`src/rtl/axi4_lite_control_register_bank.sv`:
```
// AXI4-Lite slave bank: PS-writable control words plus PL-driven status words.
// Define RSD_CTRL_REG_SLVERR_EN to answer invalid accesses with SLVERR.
module axi4_lite_control_register_bank #(
    parameter int ADDR_WIDTH = 7,
    parameter int DATA_WIDTH = 32,
    parameter int WR_REG_NUM = 8,
    parameter int RD_REG_NUM = 8
) (
    input  logic                           clk,
    input  logic                           rst,
    input  logic [ADDR_WIDTH-1:0]          S_AXI_AWADDR,
    input  logic [2:0]                     S_AXI_AWPROT,
    input  logic                           S_AXI_AWVALID,
    output logic                           S_AXI_AWREADY,
    input  logic [DATA_WIDTH-1:0]          S_AXI_WDATA,
    input  logic [DATA_WIDTH/8-1:0]        S_AXI_WSTRB,
    input  logic                           S_AXI_WVALID,
    output logic                           S_AXI_WREADY,
    output logic [1:0]                     S_AXI_BRESP,
    output logic                           S_AXI_BVALID,
    input  logic                           S_AXI_BREADY,
    input  logic [ADDR_WIDTH-1:0]          S_AXI_ARADDR,
    input  logic [2:0]                     S_AXI_ARPROT,
    input  logic                           S_AXI_ARVALID,
    output logic                           S_AXI_ARREADY,
    output logic [DATA_WIDTH-1:0]          S_AXI_RDATA,
    output logic [1:0]                     S_AXI_RRESP,
    output logic                           S_AXI_RVALID,
    input  logic                           S_AXI_RREADY,
    output logic [WR_REG_NUM*DATA_WIDTH-1:0] psRegOut,
    output logic [WR_REG_NUM-1:0]          psRegWritten,
    input  logic [RD_REG_NUM*DATA_WIDTH-1:0] plRegIn
);

    localparam int STRB_WIDTH = DATA_WIDTH / 8;
    localparam int ADDR_LSB = $clog2(STRB_WIDTH);
    localparam logic [ADDR_WIDTH-1:0] WR_LIM = ADDR_WIDTH'(WR_REG_NUM);
    localparam logic [ADDR_WIDTH-1:0] ALL_LIM = ADDR_WIDTH'(WR_REG_NUM + RD_REG_NUM);
`ifdef RSD_CTRL_REG_SLVERR_EN
    localparam logic [1:0] RESP_ERR = 2'b10;
`else
    localparam logic [1:0] RESP_ERR = 2'b00;
`endif

    typedef enum logic [1:0] {
        W_IDLE,
        W_HAVE_ADDR,
        W_HAVE_DATA,
        W_RESP
    } wState_e;

    typedef enum logic {
        R_IDLE,
        R_VALID
    } rState_e;

    wState_e wState, wNext;
    rState_e rState, rNext;

    logic [DATA_WIDTH-1:0] regs [WR_REG_NUM];
    logic [ADDR_WIDTH-1:0] awAddrQ;
    logic [DATA_WIDTH-1:0] wDataQ;
    logic [STRB_WIDTH-1:0] wStrbQ;
    logic [1:0]            bRespQ;
    logic [1:0]            rRespQ;
    logic [DATA_WIDTH-1:0] rDataQ;
    logic [DATA_WIDTH-1:0] rDataNext;
    logic [WR_REG_NUM-1:0] writtenQ;

    logic                  awHs, wHs, arHs;
    logic                  commit, latchAddr, latchData;
    logic [ADDR_WIDTH-1:0] cAddr, cIdx, arIdx;
    logic [DATA_WIDTH-1:0] cData;
    logic [STRB_WIDTH-1:0] cStrb;
    logic                  cValid, arValid;
    logic                  unusedInputs;

    assign unusedInputs = ^{S_AXI_AWPROT, S_AXI_ARPROT};

    assign S_AXI_AWREADY = !rst && (wState == W_IDLE || wState == W_HAVE_DATA);
    assign S_AXI_WREADY  = !rst && (wState == W_IDLE || wState == W_HAVE_ADDR);
    assign S_AXI_ARREADY = !rst && (rState == R_IDLE);
    assign S_AXI_BVALID  = (wState == W_RESP);
    assign S_AXI_RVALID  = (rState == R_VALID);
    assign S_AXI_BRESP   = bRespQ;
    assign S_AXI_RRESP   = rRespQ;
    assign S_AXI_RDATA   = rDataQ;
    assign psRegWritten  = writtenQ;

    assign awHs = S_AXI_AWVALID && S_AXI_AWREADY;
    assign wHs  = S_AXI_WVALID && S_AXI_WREADY;
    assign arHs = S_AXI_ARVALID && S_AXI_ARREADY;

    for (genvar g = 0; g < WR_REG_NUM; g++) begin : gOut
        assign psRegOut[g*DATA_WIDTH +: DATA_WIDTH] = regs[g];
    end

    always_ff @(posedge clk) begin
        if (rst) begin
            wState <= W_IDLE;
            rState <= R_IDLE;
        end else begin
            wState <= wNext;
            rState <= rNext;
        end
    end

    // Commit operands come from the live bus or from whichever half was latched.
    always_comb begin
        wNext     = wState;
        commit    = 1'b0;
        latchAddr = 1'b0;
        latchData = 1'b0;
        cAddr     = S_AXI_AWADDR;
        cData     = S_AXI_WDATA;
        cStrb     = S_AXI_WSTRB;
        unique case (wState)
            W_IDLE: begin
                if (awHs && wHs) begin
                    commit = 1'b1;
                    wNext  = W_RESP;
                end else if (awHs) begin
                    latchAddr = 1'b1;
                    wNext     = W_HAVE_ADDR;
                end else if (wHs) begin
                    latchData = 1'b1;
                    wNext     = W_HAVE_DATA;
                end
            end
            W_HAVE_ADDR: begin
                cAddr = awAddrQ;
                if (wHs) begin
                    commit = 1'b1;
                    wNext  = W_RESP;
                end
            end
            W_HAVE_DATA: begin
                cData = wDataQ;
                cStrb = wStrbQ;
                if (awHs) begin
                    commit = 1'b1;
                    wNext  = W_RESP;
                end
            end
            W_RESP: begin
                if (S_AXI_BREADY) wNext = W_IDLE;
            end
            default: wNext = W_IDLE;
        endcase
    end

    always_comb begin
        rNext = rState;
        unique case (rState)
            R_IDLE:  if (arHs) rNext = R_VALID;
            R_VALID: if (S_AXI_RREADY) rNext = R_IDLE;
            default: rNext = R_IDLE;
        endcase
    end

    assign cIdx    = cAddr >> ADDR_LSB;
    assign cValid  = cIdx < WR_LIM;
    assign arIdx   = S_AXI_ARADDR >> ADDR_LSB;
    assign arValid = arIdx < ALL_LIM;

    always_comb begin
        rDataNext = '0;
        for (int i = 0; i < WR_REG_NUM; i++) begin
            if (arIdx == ADDR_WIDTH'(i)) rDataNext = regs[i];
        end
        for (int i = 0; i < RD_REG_NUM; i++) begin
            if (arIdx == ADDR_WIDTH'(WR_REG_NUM + i))
                rDataNext = plRegIn[i*DATA_WIDTH +: DATA_WIDTH];
        end
    end

    always_ff @(posedge clk) begin
        if (rst) begin
            awAddrQ  <= '0;
            wDataQ   <= '0;
            wStrbQ   <= '0;
            bRespQ   <= 2'b00;
            rRespQ   <= 2'b00;
            rDataQ   <= '0;
            writtenQ <= '0;
            for (int i = 0; i < WR_REG_NUM; i++) regs[i] <= '0;
        end else begin
            writtenQ <= '0;
            if (latchAddr) awAddrQ <= S_AXI_AWADDR;
            if (latchData) begin
                wDataQ <= S_AXI_WDATA;
                wStrbQ <= S_AXI_WSTRB;
            end
            if (commit) begin
                bRespQ <= cValid ? 2'b00 : RESP_ERR;
                for (int i = 0; i < WR_REG_NUM; i++) begin
                    if (cValid && cIdx == ADDR_WIDTH'(i)) begin
                        writtenQ[i] <= 1'b1;
                        for (int b = 0; b < STRB_WIDTH; b++) begin
                            if (cStrb[b]) regs[i][b*8 +: 8] <= cData[b*8 +: 8];
                        end
                    end
                end
            end
            // Same-edge commit is not visible here: the read sees the old word.
            if (arHs) begin
                rDataQ <= rDataNext;
                rRespQ <= arValid ? 2'b00 : RESP_ERR;
            end
        end
    end

endmodule
```
`config.mk`:
```
export PLATFORM = sky130hd
export DESIGN_NAME = axi4_lite_control_register_bank
export DESIGN_NICKNAME = d
export VERILOG_FILES = /design/src/rtl/axi4_lite_control_register_bank.sv
export SDC_FILE = /design/constraint.sdc
export NUM_CORES = 1
export LEC_CHECK = 0
export CELL_PAD_IN_SITES_DETAIL_PLACEMENT = 1
export CELL_PAD_IN_SITES_GLOBAL_PLACEMENT = 1
export CORE_AREA = 2 2 242 244
export DETAILED_ROUTE_END_ITERATION = 12
export DIE_AREA = 0 0 244 246
export GPL_ROUTABILITY_DRIVEN = 0
export PLACE_DENSITY_LB_ADDON = 0.1
export REMOVE_ABC_BUFFERS = 1
export SYNTH_ARGS = -nofsm -noshare
export SYNTH_HDL_FRONTEND = slang
export SYNTH_SLANG_ARGS = --single-unit
```
`constraint.sdc`:
```
create_clock -name clk -period 3.5 [get_ports clk]
set_clock_uncertainty 0.05 [all_clocks]
set_input_delay 0.35 -clock clk [delete_from_list [all_inputs] [get_ports clk]]
set_output_delay 0.35 -clock clk [all_outputs]
set_load 0.01 [all_outputs]
```
==> results of run 1 <==
## sequential cells by signal (all words and copies together), names as in the netlist
name,flops
wState,2
psRegWritten,8
wStrbQ,4
awAddrQ,5
S_AXI_RVALID,1
regs,256
S_AXI_RDATA,32
wDataQ,32
## layout make-up
class	count	area (um2)	area share, %
flip-flops and latches	340	9370	35.9
well taps	765	957	3.67
clock inverters	33	407	1.56
clock buffers	47	1120	4.30
inverters	48	180	0.690
multi-input cells	1176	7140	27.4
diodes	7	17.5	0.0671
repair buffers	708	6910	26.5
## worst reg2reg max path, delay by kind of cell, from the launching register on
family	cells	cell delay [ns]
AND/OR/NAND/NOR	4	1.25
multiplexers	1	0.45
adder cells (fa/ha/maj)	1	0.42
flip-flops	1	0.35
buffers and inverters	1	0.10
## placed cells by master (no fill, tap or decap), types with 8 or more instances in the layout
| cell | count |
|---|---|
| a221oi_1 | 29 |
| a22oi_1 | 30 |
| mux2i_1 | 35 |
| inv_1 | 46 |
| buf_4 | 93 |
| clkbuf_16 | 44 |
| a22o_1 | 17 |
| clkinv_1 | 9 |
| nor3_1 | 25 |
| mux2_2 | 65 |
| dfxtp_1 | 84 |
| nand3_1 | 9 |
| a31oi_1 | 12 |
| a211oi_1 | 15 |
| clkinv_2 | 9 |
| o221ai_1 | 25 |
| nor2b_1 | 15 |
| edfxtp_1 | 256 |
| a21oi_1 | 112 |
| clkdlybuf4s50_1 | 605 |
| bufinv_16 | 9 |
| o22ai_1 | 51 |
| o211ai_1 | 9 |
| nor2_1 | 277 |
| or3_1 | 10 |
| o21ai_1 | 8 |
| o21ai_0 | 102 |
| nand2_1 | 208 |
| mux4_2 | 24 |
## stage by stage
stage | std cells | hold WS, ns
after floorplan | 1564 | 0.369
final | 3124 | 0.292
after global placement | 3037 | 0.388
after global routing | 3123 | 0.301
after detailed placement | 3037 | 0.398
after CTS | 3117 | 0.274
## report_power, final
part	switching (mW)	leakage [nW]	internal [mW]
Sequential	0.188	3.32	4.63
Clock	1.88	0.749	2.99
Combinational	1.56	5.29	1.26
## worst paths after layout
kind / end / slack [ns] / depth (start not counted)
setup reg to reg: regs[0][78]$_SDFFCE_PN0P_ / 0.53 / 7
hold reg to reg: wDataQ[28]$_SDFFE_PP0P_ / 0.40 / 2
setup / recovery: regs[0][78]$_SDFFCE_PN0P_ / 0.53 / 7
hold / removal: wDataQ[29]$_SDFFE_PP0P_ / 0.29 / 3
## logic make-up after synthesis
logic type | Yosys count
AOI/OAI and AO/OA | 452
adders and majority gates | 4
buffers and inverters | 167
and+or+nand+nor | 592
other | 1
muxes | 124
DFF | 340
## routing by layer
layer | global-route usage, % | wire length (um)
met1 | 36.7 | 37100
met2 | 53.8 | 47100
met3 | 7.42 | 7490
met4 | 11.6 | 3610
met5 | 0 | 115
==> flow_summary.yaml, run 1 <==
worst_setup_path:
  arrival_ns: 3.14
  startpoint_type: "register"
  r2r-start: "wState[1]$_SDFFE_PP0P_"
  crit_top_cell: "nand2_1"
  crit_buf_inv: 1
  crit_family: "simple AND/OR/NAND/NOR gates"
  cp-end-kind: "register"
  required_ns: 3.67
  cpPeakStageDelay_ns: 0.45
  slowest_stage: "mux2i_1"
  cp_max_fo: 12
  path_cells: "inv_1, ha_1, mux2i_1, nor2b_1, and2_1, nand2_1, nand2_1"
  crit_start: "wState[1]$_SDFFE_PP0P_"
  path_class: "reg -> reg"
grt:
  gr-total-overflow: 0
  grt_pass1_vias: 17700
  grt_max_degree: 79
  grt_pass1_wl_mm: 133
  grt.total_usage_pct: 30.8
  antenna_found_initial: 17
floorplan:
  die_h_um: 246
  die_w_um: 244
  coreArea_um2: 57400
  die_area_um2: 60000
  pin_count: 624
  rows: 88
  start_util_pct: 30.1
yosys:
  synth_simple_gate_area_share_pct: 14.6
  synth_edf_count: 256
  synthAdderAreaFrac_pct: 0.290
  synth_area_per_cell_um2: 10.3
  seq_area_frac_synth_pct: 54.3
  synth_top_family_by_area: "compound AO/OA/AOI/OAI gates"
  synthMuxAreaShare_pct: 9.41
  synth_area_um2: 17300
  synth.top_cell.area_share_pct: 44.6
  synth.distinct_cells: 73
  ys_ff_latch: 340
  synth_xor_area_share_pct: 0
  synth_most_common_cell: "nor2_1"
  syn_inst: 1680
  synth_common_cells: "nor2_1, edfxtp_1, nand2_1"
  async_flop_share_pct: 0
  yosys_warnings: 0
  synth_compound_area_share_pct: 16.9
  ys.flop_type: "edfxtp_1"
  synth_top_area_cell: "edfxtp_1"
  synth.area.top_cells: "edfxtp_1, dfxtp_1, nor2_1"
cells_and_area:
  post-route-util_pct: 45.5
  drive_gt1_share_pct: 12.5
  syn_to_final_growth_pct: 51.3
  final_area_um2: 26100
  nFillCells: 6307
  nNetsFinal: 2640
sta:
  post-route-period-util_pct: 84.8
  slew_violations: 0
  rsz0062_at_grt: "false"
  max_slew_margin_pct: 18.0
  finalHoldViolCount: 0
  tightestPinTransition_ns: 1.22
  fin_crit_ns: 2.97
  finalSetupViolations: 0
  max_freq_ghz: 0.337
  setup_tns_ns: 0
  setup_slack_ns: 0.533
drt:
  first_pass_iters: 5
  drt_iter0_markers: 1100
  wl_mm: 95.4
  vias: 17000
  viasPerCell: 5.43
  antenna_left: 0
  routedWlPerCell_um: 30.5
  drc: 0
cts:
  postCtsHoldBufs: 0
  cts_root_buf: "clkbuf_16"
  clock_path_buffers: 3
  clk_latency_ns: 0.58
  clock-sinks: 340
  cts_tree: "done"
  postCtsSetupRepairBufs: 0
  clk_pin_slew_worst_paths_ns: 0.06
  htree_num_levels: 2
  cts_made_buffers: 43
  cts.repair.resized: 0
place:
  portBuffers: 609
  place_hpwl_mm: 73.7
  place_ws_ns: 0.161
  placed_area_um2: 24600
job:
  drv_cap: 0
power_and_ir_drop:
  power_density_nw_per_um2: 479
  ir_worst_vdd_mv: 0.376
  power.total_mw: 12.5
  leakagePower_nw: 9.36
worst_hold_path:
  worstHoldStart: "S_AXI_WDATA[29]"
  hp-class: "in -> reg"
status:
  status: "finished, final reports clean"
(Power assumes the default switching activity.)
==> run 2: changes to the inputs <==
- CORE_AREA: 2 2 242 244 -> 2 2 239 241
- DIE_AREA: 0 0 244 246 -> 0 0 241 243
- clock period: 3.5 -> 2.6 ns (I/O delays scaled with it)
==> run 2 against run 1 <==
  * Register-to-register slack got worse by 0.41 ns
  * Maximum frequency increased by 20%
  * Non-clock buffer count grew 117
  * Design area rose by 4.0%
  * Combinational power rose by 43%
  * Critical path depth is 1 higher
  * Highest routed layer unchanged
==> flow_summary.yaml, run 2 (synthesis gave the netlist of run 1 again) <==
status:
  status: "finished, final reports clean"
cts:
  clock_path_buffers: 3
  cts_made_buffers: 41
  clock-sinks: 340
  clk_latency_ns: 0.57
  htree_num_levels: 2
  clk_pin_slew_worst_paths_ns: 0.06
  cts_root_buf: "clkbuf_16"
  cts_tree: "done"
  postCtsSetupRepairBufs: 0
cells_and_area:
  syn_to_final_growth_pct: 57.3
  final_cell_mix: "clkdlybuf4s50_1, nor2_1, edfxtp_1"
  nNetsFinal: 2755
  post-route-util_pct: 48.5
  layout_commonest_cell: "clkdlybuf4s50_1"
  regMostFlops: "regs"
  largest_register_ffs: 256
  drive_gt1_share_pct: 16.6
  nFillCells: 6170
drt:
  first_pass_iters: 6
  wl_mm: 99.3
  viasPerCell: 5.49
  dr.max_layer_used: "met5"
  vias: 17800
  wl_met2_mm: 49.0
  drt_iter0_markers: 1306
  wl_met3_mm: 6.98
  routedWlPerCell_um: 30.6
  met1_length_mm: 38.5
  drc: 0
  antenna_left: 0
worst_setup_path:
  arrival_ns: 2.69
  cpPeakStageDelay_ns: 0.39
  regToRegSetupSlack_ns: 0.12
  path_cells: "inv_1, ha_2, mux2i_2, buf_4, nor2_1, nand2_1, o21ai_0, buf_4"
  crit_top_cell: "buf_4"
  slowest_stage: "dfxtp_1"
  cp_max_fo: 12
  r2r-start: "wState[1]$_SDFFE_PP0P_"
  worstReg2RegEnd: "regs[1][103]$_DFFE_PP_"
  required_ns: 2.82
  startpoint_type: "register"
  crit_start: "wState[1]$_SDFFE_PP0P_"
  cp-end-kind: "register"
  path_class: "reg -> reg"
  worstSetupEndpoint: "regs[1][103]$_DFFE_PP_"
  reg2regPathDepth: 8
power_and_ir_drop:
  pwr-share-clk_pct: 36.0
  ir_worst_vdd_mv: 0.401
  leakagePower_nw: 9.95
  power.internal_mw: 11.6
  p_sw_share_pct: 29.7
  comb_power_share_pct: 24.4
  power_switching_mw: 4.90
  power_density_nw_per_um2: 607
  power.total_mw: 16.5
  seqPwrFrac_pct: 39.6
sta:
  post-route-period-util_pct: 95.4
  rsz0062_at_grt: "false"
  finalSetupViolations: 0
  slew_violations: 0
  hold_ws_ns: 0.221
  max_freq_ghz: 0.403
  tightestPinTransition_ns: 1.12
  setup_tns_ns: 0
  fin_crit_ns: 2.48
  max_slew_margin_pct: 25.0
  finalHoldViolCount: 0
place:
  place_hpwl_mm: 79.1
  portBuffers: 609
grt:
  grt.total_usage_pct: 32.8
  grt_pass1_wl_mm: 136
  antenna_found_initial: 31
  gr-total-overflow: 0
  grt_pass1_vias: 18700
  grt_max_degree: 79
floorplan:
  die_area_um2: 58600
  die_h_um: 243
  rows: 87
  die_w_um: 241
  pin_count: 624
  coreArea_um2: 56000
  start_util_pct: 30.8
job:
  drv_cap: 0
worst_hold_path:
  hp-class: "in -> reg"
## run 2: power by group through the flow
| stage | clock [mW] | sequential (mW) | combinational [mW] |
|---|---|---|---|
| 2_1_floorplan | 0 | 6.63 | 1.46 |
| 3_3_place_gp | 0 | 6.61 | 3.92 |
| 3_5_place_dp | 0 | 6.63 | 3.98 |
| 4_1_cts | 5.99 | 6.52 | 4.01 |
| 5_1_grt | 6.18 | 6.54 | 4.26 |
| 6_report | 5.94 | 6.52 | 4.02 |
## run 2: timing repair
item / 4_1_cts / 5_1_grt
pin swaps: 0 / 0
hold buffers: 0 / 0
cloned: 0 / 0
endpoints found under the setup margin: 47 / 62
gates resized for setup: 1 / 6
## run 2: worst min-delay path by stage
stage	from	endpoint	cells past startpoint
after floorplan	rst	wDataQ[0]$_SDFFE_PP0P_	1
after global placement	wDataQ[12]$_SDFFE_PP0P_	wDataQ[12]$_SDFFE_PP0P_	2
after detailed placement	wDataQ[1]$_SDFFE_PP0P_	wDataQ[1]$_SDFFE_PP0P_	2
after CTS	S_AXI_RREADY	S_AXI_RVALID$_SDFF_PP0_	2
after global routing	S_AXI_RREADY	S_AXI_RVALID$_SDFF_PP0_	2
final	S_AXI_WDATA[1]	wDataQ[1]$_SDFFE_PP0P_	3
## run 2: metrics by stage
stage          instances  setup WS, ns  instance area (um2)
2_1_floorplan       1564        -0.912                16700
3_3_place_gp        3145        -0.426                25700
3_5_place_dp        3145        -0.421                25700
4_1_cts             3220       0.00931                27100
5_1_grt             3242        0.0157                27100
6_report            3243         0.121                27100
## run 2: critical path, delay by kind of cell (launching register included)
family | cells | cell delay (ns)
buffers and inverters | 3 | 0.46
DFF | 1 | 0.39
adders and majority gates | 1 | 0.27
and+or+nand+nor | 2 | 0.45
muxes | 1 | 0.21
AOI/OAI and AO/OA | 1 | 0.34
## run 2: cell type report
cell class	count	area, um2	area share (%)
Sequential cell	340	9370	34.5
Timing Repair Buffer	825	8070	29.7
Multi-Input combinational cell	1176	7160	26.4
Clock buffer	54	1140	4.19
Tap cell	756	946	3.49
Clock inverter	21	216	0.798
Inverter	48	180	0.664
Antenna cell	23	57.6	0.212
## run 2: per-layer routing
metal  vias up  GRT usage (%)
met1      9059           38.8
met5         -              0
met3       201           6.74
li1       7741              -
met2       804           56.5
met4        12           15.6
